[src/rtl/fp_addsub_sequencer_if.sv]
// Request, result and core-side handshake bundle for fp_addsub_sequencer.
// slave is the sequencer's view; master is the surrounding environment.
interface fp_addsub_sequencer_if;
    logic        in_valid;
    logic        in_ready;
    logic        in_op;
    logic [31:0] in_a;
    logic [31:0] in_b;
    logic        out_valid;
    logic        out_ready;
    logic [31:0] out_data;
    logic        out_err;
    logic        core_start;
    logic        core_op;
    logic [31:0] core_a;
    logic [31:0] core_b;
    logic        core_busy;
    logic        core_ready;
    logic [31:0] core_data;

    modport slave (
        input  in_valid, in_op, in_a, in_b, out_ready,
               core_busy, core_ready, core_data,
        output in_ready, out_valid, out_data, out_err,
               core_start, core_op, core_a, core_b
    );

    modport master (
        output in_valid, in_op, in_a, in_b, out_ready,
               core_busy, core_ready, core_data,
        input  in_ready, out_valid, out_data, out_err,
               core_start, core_op, core_a, core_b
    );
endinterface

[src/rtl/fp_addsub_sequencer.sv]
// Request FIFO, special-operand bypass and issue/capture sequencer wrapped
// around a multi-cycle IEEE754 single-precision add/sub core.
module fp_addsub_sequencer #(
    parameter int DEPTH   = 4,
    parameter int TIMEOUT = 255
) (
    input  logic                     clock,
    input  logic                     reset,
    fp_addsub_sequencer_if.slave     bus,
    output logic [$clog2(DEPTH):0]   fifo_level,
    output logic                     seq_busy
);
    localparam int AW = $clog2(DEPTH);
    localparam int CW = (TIMEOUT < 2) ? 1 : $clog2(TIMEOUT + 1);
    localparam logic [31:0] QNAN = 32'h7FC00000;

    typedef enum logic [2:0] {
        S_IDLE, S_BYPASS, S_ISSUE, S_WAIT_BUSY, S_RUN, S_CAPTURE
    } state_t;

    logic [64:0]   r_mem [DEPTH];
    logic [AW-1:0] r_wr_ptr;
    logic [AW-1:0] r_rd_ptr;
    logic [AW:0]   r_count;

    state_t        r_state;
    logic [CW-1:0] r_cnt;
    logic [31:0]   r_spec_res;
    logic          r_out_valid;
    logic [31:0]   r_out_data;
    logic          r_out_err;
    logic          r_core_start;
    logic          r_core_op;
    logic [31:0]   r_core_a;
    logic [31:0]   r_core_b;

    logic          w_full;
    logic          w_empty;
    logic          w_push;
    logic          w_pop;
    logic          w_op;
    logic [31:0]   w_a;
    logic [31:0]   w_b;
    logic          w_eff_sb;
    logic          w_a_nan, w_b_nan, w_a_inf, w_b_inf, w_a_zero, w_b_zero;
    logic          w_special;
    logic [31:0]   w_spec_res;
    logic          w_timeout;
    logic [CW-1:0] w_cnt_inc;

    assign w_full  = (r_count == (AW+1)'(DEPTH));
    assign w_empty = (r_count == '0);
    assign w_push  = bus.in_valid && !w_full;
    // One result in flight at a time: no pop while the output register is occupied.
    assign w_pop   = (r_state == S_IDLE) && !w_empty && !r_out_valid && bus.core_ready;

    assign {w_op, w_a, w_b} = r_mem[r_rd_ptr];

    assign w_a_nan  = (w_a[30:23] == 8'hFF) && (w_a[22:0] != '0);
    assign w_b_nan  = (w_b[30:23] == 8'hFF) && (w_b[22:0] != '0);
    assign w_a_inf  = (w_a[30:23] == 8'hFF) && (w_a[22:0] == '0);
    assign w_b_inf  = (w_b[30:23] == 8'hFF) && (w_b[22:0] == '0);
    assign w_a_zero = (w_a[30:0] == '0);
    assign w_b_zero = (w_b[30:0] == '0);
    assign w_eff_sb = w_b[31] ^ ~w_op;

    always_comb begin
        w_special  = 1'b1;
        w_spec_res = QNAN;
        if (w_a_nan || w_b_nan)
            w_spec_res = QNAN;
        else if (w_a_inf && w_b_inf && (w_a[31] != w_eff_sb))
            w_spec_res = QNAN;
        else if (w_a_inf)
            w_spec_res = w_a;
        else if (w_b_inf)
            w_spec_res = {w_eff_sb, w_b[30:0]};
        else if (w_a_zero && w_b_zero)
            w_spec_res = {w_a[31] & w_eff_sb, 31'b0};
        else if (w_b_zero)
            w_spec_res = w_a;
        else if (w_a_zero)
            w_spec_res = {w_eff_sb, w_b[30:0]};
        else
            w_special = 1'b0;
    end

    assign w_timeout = (r_cnt == CW'(TIMEOUT));
    assign w_cnt_inc = w_timeout ? r_cnt : r_cnt + 1'b1;

    always_ff @(posedge clock) begin
        if (reset) begin
            r_wr_ptr <= '0;
            r_rd_ptr <= '0;
            r_count  <= '0;
        end else begin
            if (w_push) begin
                r_mem[r_wr_ptr] <= {bus.in_op, bus.in_a, bus.in_b};
                r_wr_ptr        <= r_wr_ptr + 1'b1;
            end
            if (w_pop)
                r_rd_ptr <= r_rd_ptr + 1'b1;
            case ({w_push, w_pop})
                2'b10:   r_count <= r_count + 1'b1;
                2'b01:   r_count <= r_count - 1'b1;
                default: r_count <= r_count;
            endcase
        end
    end

    always_ff @(posedge clock) begin
        if (reset) begin
            r_state      <= S_IDLE;
            r_cnt        <= '0;
            r_spec_res   <= '0;
            r_out_valid  <= 1'b0;
            r_out_data   <= '0;
            r_out_err    <= 1'b0;
            r_core_start <= 1'b0;
            r_core_op    <= 1'b0;
            r_core_a     <= '0;
            r_core_b     <= '0;
        end else begin
            if (r_out_valid && bus.out_ready)
                r_out_valid <= 1'b0;
            case (r_state)
                S_IDLE: begin
                    if (w_pop) begin
                        r_core_op  <= w_op;
                        r_core_a   <= w_a;
                        r_core_b   <= w_b;
                        r_spec_res <= w_spec_res;
                        if (w_special) begin
                            r_state <= S_BYPASS;
                        end else begin
                            r_state      <= S_ISSUE;
                            r_core_start <= 1'b1;
                        end
                    end
                end
                S_BYPASS: begin
                    r_out_data  <= r_spec_res;
                    r_out_err   <= 1'b0;
                    r_out_valid <= 1'b1;
                    r_state     <= S_IDLE;
                end
                S_ISSUE: begin
                    r_core_start <= 1'b0;
                    r_cnt        <= '0;
                    r_state      <= S_WAIT_BUSY;
                end
                S_WAIT_BUSY, S_RUN: begin
                    r_cnt <= w_cnt_inc;
                    if (w_timeout) begin
                        r_out_data  <= QNAN;
                        r_out_err   <= 1'b1;
                        r_out_valid <= 1'b1;
                        r_state     <= S_IDLE;
                    end else if (r_state == S_WAIT_BUSY) begin
                        if (bus.core_busy)
                            r_state <= S_RUN;
                    end else if (!bus.core_busy && bus.core_ready) begin
                        r_state <= S_CAPTURE;
                    end
                end
                S_CAPTURE: begin
                    r_out_data  <= bus.core_data;
                    r_out_err   <= 1'b0;
                    r_out_valid <= 1'b1;
                    r_state     <= S_IDLE;
                end
                default: r_state <= S_IDLE;
            endcase
        end
    end

    assign bus.in_ready   = !w_full;
    assign bus.out_valid  = r_out_valid;
    assign bus.out_data   = r_out_data;
    assign bus.out_err    = r_out_err;
    assign bus.core_start = r_core_start;
    assign bus.core_op    = r_core_op;
    assign bus.core_a     = r_core_a;
    assign bus.core_b     = r_core_b;
    assign fifo_level     = r_count;
    assign seq_busy       = (r_state != S_IDLE);
endmodule

[src/flat_wrapper.sv]
// flat-port wrapper written by rule: the top's interface ports become plain ports
module fp_addsub_sequencer_flat 
#(
    parameter int DEPTH   = 4,
    parameter int TIMEOUT = 255
)
  (clock, reset, fifo_level, seq_busy, bus_in_valid, bus_in_op, bus_in_a, bus_in_b, bus_out_ready, bus_core_busy, bus_core_ready, bus_core_data, bus_in_ready, bus_out_valid, bus_out_data, bus_out_err, bus_core_start, bus_core_op, bus_core_a, bus_core_b);
  fp_addsub_sequencer_if bus_i ();
  input  logic clock;
  input  logic reset;
  output logic [$clog2(DEPTH):0] fifo_level;
  output logic seq_busy;
  input wire logic [$bits(bus_i.in_valid)-1:0] bus_in_valid;
  input wire logic [$bits(bus_i.in_op)-1:0] bus_in_op;
  input wire logic [$bits(bus_i.in_a)-1:0] bus_in_a;
  input wire logic [$bits(bus_i.in_b)-1:0] bus_in_b;
  input wire logic [$bits(bus_i.out_ready)-1:0] bus_out_ready;
  input wire logic [$bits(bus_i.core_busy)-1:0] bus_core_busy;
  input wire logic [$bits(bus_i.core_ready)-1:0] bus_core_ready;
  input wire logic [$bits(bus_i.core_data)-1:0] bus_core_data;
  output wire logic [$bits(bus_i.in_ready)-1:0] bus_in_ready;
  output wire logic [$bits(bus_i.out_valid)-1:0] bus_out_valid;
  output wire logic [$bits(bus_i.out_data)-1:0] bus_out_data;
  output wire logic [$bits(bus_i.out_err)-1:0] bus_out_err;
  output wire logic [$bits(bus_i.core_start)-1:0] bus_core_start;
  output wire logic [$bits(bus_i.core_op)-1:0] bus_core_op;
  output wire logic [$bits(bus_i.core_a)-1:0] bus_core_a;
  output wire logic [$bits(bus_i.core_b)-1:0] bus_core_b;
  assign bus_i.in_valid = bus_in_valid;
  assign bus_i.in_op = bus_in_op;
  assign bus_i.in_a = bus_in_a;
  assign bus_i.in_b = bus_in_b;
  assign bus_i.out_ready = bus_out_ready;
  assign bus_i.core_busy = bus_core_busy;
  assign bus_i.core_ready = bus_core_ready;
  assign bus_i.core_data = bus_core_data;
  assign bus_in_ready = bus_i.in_ready;
  assign bus_out_valid = bus_i.out_valid;
  assign bus_out_data = bus_i.out_data;
  assign bus_out_err = bus_i.out_err;
  assign bus_core_start = bus_i.core_start;
  assign bus_core_op = bus_i.core_op;
  assign bus_core_a = bus_i.core_a;
  assign bus_core_b = bus_i.core_b;
  fp_addsub_sequencer #(.DEPTH(DEPTH), .TIMEOUT(TIMEOUT)) u_core (.clock(clock), .reset(reset), .bus(bus_i), .fifo_level(fifo_level), .seq_busy(seq_busy));
endmodule
[config.mk]
export PLATFORM = sky130hd
export DESIGN_NAME = fp_addsub_sequencer_flat
export DESIGN_NICKNAME = d
export VERILOG_FILES = /design/src/rtl/fp_addsub_sequencer_if.sv /design/src/rtl/fp_addsub_sequencer.sv /design/src/flat_wrapper.sv
export SDC_FILE = /design/constraint.sdc
export NUM_CORES = 1
export LEC_CHECK = 0
export CAP_MARGIN = 10
export CORE_MARGIN = 5
export CORE_UTILIZATION = 47
export CTS_CLUSTER_DIAMETER = 40
export CTS_CLUSTER_SIZE = 40
export DETAILED_ROUTE_END_ITERATION = 12
export PLACE_DENSITY = 0.7
export SYNTH_ARGS = -nofsm -noshare
export SYNTH_HDL_FRONTEND = slang
export SYNTH_SLANG_ARGS = --single-unit
[constraint.sdc]
create_clock -name clock -period 4.7 [get_ports clock]
set_input_delay 0.94 -clock clock [delete_from_list [all_inputs] [get_ports clock]]
set_output_delay 0.94 -clock clock [all_outputs]
set_load 0.1 [all_outputs]
# --- After elaboration in Yosys (flattened, before gate mapping) ---
# Memory sizes are Yosys's and may differ from the RTL's. A register that Yosys moved wholly into a read port is not among the register bits.
# Index checks and enable logic that the tools add are counted.
totals:
  register_bits: 150
  romBits: 0
  inputBits: 103
  ram_bits: 260
  elab_cells: 119
  n_memories: 1
  latch_bits: 0
  out_inout_bits: 105
mem_list:
  columns: ["name", "depth", "word_bits", "rd", "rd_ports_with_merged_regs", "wr", "line", "text"]
  rows:
  - ["u_core.r_mem", 4, 65, 1, 1, 1, "fp_addsub_sequencer.sv:21", "logic [64:0] r_mem [DEPTH];"]
classes:
  n_eq_ne: 18
  reduce_logical: 40
  n_shift: 0
  n_lt_le_gt_ge: 0
  bitwise: 3
  div: 0
  mul: 0
  add_sub_neg: 5
  muxes: 39
op_table:
  columns: ["operator", "count"]
  rows:
  - ["$mux 32", 8]
  - ["$pmux 32 s3", 1]
  - ["$logic_not 31->1", 2]
  - ["$logic_not 23->1", 2]
  - ["$reduce_bool 23->1", 2]
  - ["$eq 8x8->1 const B", 3]
  - ["$pmux 8 s2", 1]
  - ["$mux 1", 15]
  - ["$mux 3", 5]
  - ["$logic_and 1x1->1", 13]
  - ["$eq 3x3->1 const B", 3]
  - ["$pmux 3 s3", 1]
  - ["$add 8x1->8 const B", 1]
  - ["$mux 8", 1]
  - ["$reduce_and 2->1", 4]
  - ["$reduce_bool 2->1", 4]
  - ["$eq 3x2->1 const B", 2]
  - ["$logic_not 3->1", 2]
  - ["$mux 2", 3]
  - ["$pmux 1 s2", 3]
  - ["$pmux 3 s2", 1]
  - ["$reduce_and 3->1", 2]
  - ["$reduce_bool 3->1", 2]
  - ["$add 2x1->2 const B", 2]
  - ["other kinds (16)", 22]

# --- Longest topological paths before layout ---
depth:
  word_depth: 11
  ltp_mapped: 13
  mapped_depth_nobuf: 9

# --- Worst setup path before layout ---
# Ideal clock, no wire load.
synth_path:
  kind: "register -> register"
  from: "reg u_core.r_count[1] (netlist: u_core.fifo_level[1])"
  to: "mem u_core.r_mem[0][0], enable pin"
  path_slack_ns: 0.252
  t_arrival_ns: 4.018
  stages_incl_launch_ff: 6
  cell_sequence: "dfxtp_1 inv_1 nand3_1 nand2_1 nor2_1 and2_1"
synth_via:
  elab_chain_cells: 6
synth_rtl:
  columns: ["item", "line", "text"]
  rows:
  - ["start: declaration", "fp_addsub_sequencer.sv:24", "logic [AW:0] r_count;"]
  - ["start signal: assignment", "fp_addsub_sequencer.sv:104", "2'b10: r_count <= r_count + 1'b1;"]
  - ["start signal: assignment", "fp_addsub_sequencer.sv:105", "2'b01: r_count <= r_count - 1'b1;"]
  - ["start signal: assignment", "fp_addsub_sequencer.sv:106", "default: r_count <= r_count;"]
  - ["$eq 3x3->1", "fp_addsub_sequencer.sv:51", "assign w_full = (r_count == (AW+1)'(DEPTH));"]
  - ["$logic_not 1->1", null, null]
  - ["named net bus_in_ready", "flat_wrapper.sv:21", "output wire logic [$bits(bus_i.in_ready)-1:0] bus_in_ready;"]
  - ["$logic_and 1x1->1", "fp_addsub_sequencer.sv:53", "assign w_push = bus.in_valid && !w_full;"]
  - ["$mux 1", "fp_addsub_sequencer.sv:97", "if (w_push) begin"]
  - ["$mux 1", "fp_addsub_sequencer.sv:92", "if (reset) begin"]
  - ["$mux 1 (implied by the code)", "fp_addsub_sequencer.sv:98", "r_mem[r_wr_ptr] <= {bus.in_op, bus.in_a, bus.in_b};"]
  - ["end: declaration", "fp_addsub_sequencer.sv:21", null]
# The timed path passes the listed nets, and every way through them passes these cells.

==> summary.txt <==
Logic synthesis
  – Synth Cell Area: 0.0157 mm²
  – Cell with the most instances after synthesis: edfxtp_1
  – Post-synth top cells: 260 x edfxtp_1, 152 x dfxtp_1, 148 x nand2_1
  – Synth top area share: 49.6%
  – Ys Warns: 0
  – Synth top area cells: edfxtp_1 50%, dfxtp_1 19%, mux4_2 8.7%
  – Post-synthesis cell type count: 55
  – Syn Inst Count: 1107
  – #FFs+latches synth: 412
  – Sequential fraction of the synthesis area: 68.9%
  – Syn_area_per_cell: 14.2 µm²
  – Top_reg_cell synth: edfxtp_1
  – Net Count, Synth: 1218
  – Number of flops mapped to enable cells by yosys: 260
  – FFs w/ async S/R, synth: 0%
  – Area leader, netlist: edfxtp_1

STA
  – Max Slew Vio Count: 0
  – Slew at the pin closest to its max-slew limit: 1.02 ns
  – Final Cycle Share: 81.9%
  – Relative slew slack: 31.8%
  – Final min period: 3.85 ns
  – FMAX: 260 MHz
  – Worst hold slack: 0.452 ns
  – RSZ-0062 raised after global routing: no
  – Setup TNS: 0 ns
  – Setup violators final: 0
  – Final Hold Vio Count: 0
  – Setup Skew: 0.0130 ns

CTS
  – Clock root cell: clkbuf_16
  – CTS H-tree lvls: 2
  – CTS tree: yes
  – Clk pin slew, worst setup/hold paths: 0.07 ns
  – CTS Buf Count: 46
  – CTS Hold Bufs: 0
  – Largest buffer count on any clock path: 3
  – Setup Buffers After CTS: 0
  – Latest clock arrival within the worst-skew pair: 0.55 ns
  – Post-CTS resize count: 0
  – # clock sinks: 412

Global routing
  – Largest net degree at the start of global routing: 66
  – Initial antenna violation count: 0
  – First-pass GRT wire length: 60400 µm
  – Vias in the first global route: 9941
  – Total GRT Usage: 21.5%
  – GRT Residual Overflow: 0

Die
  – Row count: 67
  – # IOs: 208
  – Die ar.: 0.0373 mm²
  – Die width: 193 µm
  – Die H: 193 µm
  – Core area: 0.0333 mm²
  – Initial Util: 47.3%

Worst setup path
  – Crit path largest cell delay: 0.65 ns
  – Crit path DAT: 4.33 ns
  – Worst Path Max Fanout: 17
  – FF-to-FF path depth: 8
  – CP Buf/Inv Count: 1
  – Worst path depth: 8
  – Slowest cell on the critical path: or3_1
  – Startpoint types: flip-flop
  – Crit-path cells: buf_4 > mux4_2 > nor3_1 > nand4_1 > or3_1 > or3_4 > a21oi_4 > a221o_2
  – Critical Path RT: 5.18 ns
  – Critical Path Sink Type: flip-flop
  – CP Class: flip-flop to flip-flop
  – Kind of cell adding the most delay to the critical path: simple AND/OR/NAND/NOR gates

Power and ir drop
  – Worst vdd ir: 0.470 mV
  – Final Power: 12.3 mW
  – P per Cell Area: 616 mW/mm²
  – Leakage: 6.41 nW

Final layout
  – Nets: 1420
  – Ant diodes: 0
  – Storage cell area: 0.0109 mm²
  – Fillers: 2542
  – Share of layout cells above drive strength 1: 13.9%
  – Area Growth Syn to Fin: 26.4%
  – Cell area after layout: 0.0199 mm²
  – Multi-input logic area: 0.00449 mm²
  – Final core occ: 59.8%

Min path
  – Worst Hold Class: flip-flop to flip-flop
  – Hold Path Depth: 2

Route
  – Final wirelength: 40700 µm
  – WL/cell: 22.7 µm
  – DRC marker count from the first detailed-route iteration: 874
  – First-pass iteration count of the detailed router: 5
  – Via density per instance: 5.68
  – DR vias: 10200
  – DRT antenna net count: 0
  – Drt drc: 0

Placement
  – I/O Buffers: 207
  – Post-DP HPWL: 27900 µm
  – Cell Area, Placed: 0.0183 mm²
  – GPL Wtd Cong: 0.883

Outcome
  – Status: complete, no violations

Job
  – Max Cap Viol: 0
==> sequential cells by signal, summed over array words and instances (netlist names), named ones only <==
name / count
u_core.r_state: 3
u_core.r_wr_ptr: 2
u_core.bus.out_data: 32
u_core.bus.core_a: 32
u_core.bus.out_valid: 1
u_core.r_rd_ptr: 2
u_core.bus.core_op: 1
u_core.bus.out_err: 1
u_core.r_mem: 260
u_core.bus.core_start: 1
u_core.r_cnt: 8
u_core.fifo_level: 3
u_core.bus.core_b: 32
u_core.r_spec_res: 32
==> cell families (layout without fill, tap and decap cells) <==
family                   Yosys count  after routing  synth area share, %
AO/OA/AOI/OAI                    205            205                 8.87
multiplexers                      75             75                 10.0
flip-flops                       412            412                 68.9
XOR/XNOR                          11             11                0.612
buffers and inverters            103            342                 2.73
AND/OR/NAND/NOR                  293            293                 8.16
adder cells (fa/ha/maj)            8              8                0.683
==> report_power, final <==
group,leakage [nW],internal (mW),switching [mW]
Combinational,2.03,1.12,2.90
Sequential,3.60,4.24,0.241
Clock,0.787,2.22,1.53
==> through the flow <==
step	setup slack, ns	instances
after floorplan	0.252	1107
after global placement	0.856	1709
after detailed placement	0.865	1709
after CTS	0.822	1794
after global routing	0.520	1794
final	0.852	1794
==> layout by cell type, fill, tap and decap left out, drive strengths merged, types with 23 or more instances in the layout <==
cell and count:
dfxtp 152, nand2 148, a21oi 82, edfxtp 260
a211oi 34, clkdlybuf4s50 206, clkbuf 49, a22oi 23
mux4 65, inv 51, nor3 28, nor2 60
==> area by class of cell <==
class | instances | share of cell area [%]
Timing Repair Buffer | 223 | 11.3
Clock buffer | 49 | 5.95
Multi-Input combinational cell | 592 | 22.6
Sequential cell | 412 | 54.6
Tap cell | 448 | 2.82
Clock inverter | 36 | 2.15
Inverter | 34 | 0.641
==> worst paths after layout <==
check                                     startpoint                                  to  slack, ns
setup / recovery                           flip-flop  u_core.r_spec_res[10]$_SDFFE_PP0P_       0.85
hold / removal    u_core.bus.core_b[25]$_SDFFE_PP0P_  u_core.bus.core_b[25]$_SDFFE_PP0P_       0.45
setup reg to reg                           flip-flop  u_core.r_spec_res[10]$_SDFFE_PP0P_       0.85
hold reg to reg   u_core.bus.core_b[25]$_SDFFE_PP0P_  u_core.bus.core_b[25]$_SDFFE_PP0P_       0.45
==> tightest hold or removal path, stage by stage (launching register included) <==
cell	delay, ns
dfxtp_1	0.31
nand2_1	0.05
a21oi_1	0.05
==> layer usage <==
metal | vias up | GRT usage (%) | wire length (µm)
met3 | 74 | 5.19 | 3520
met5 | - | 0 | 0
met1 | 5046 | 30.0 | 16800
li1 | 4611 | - | -
met4 | 0 | 6.10 | 1100
met2 | 459 | 34.1 | 19300
No activity file was read; power rests on OpenSTA's default activity.
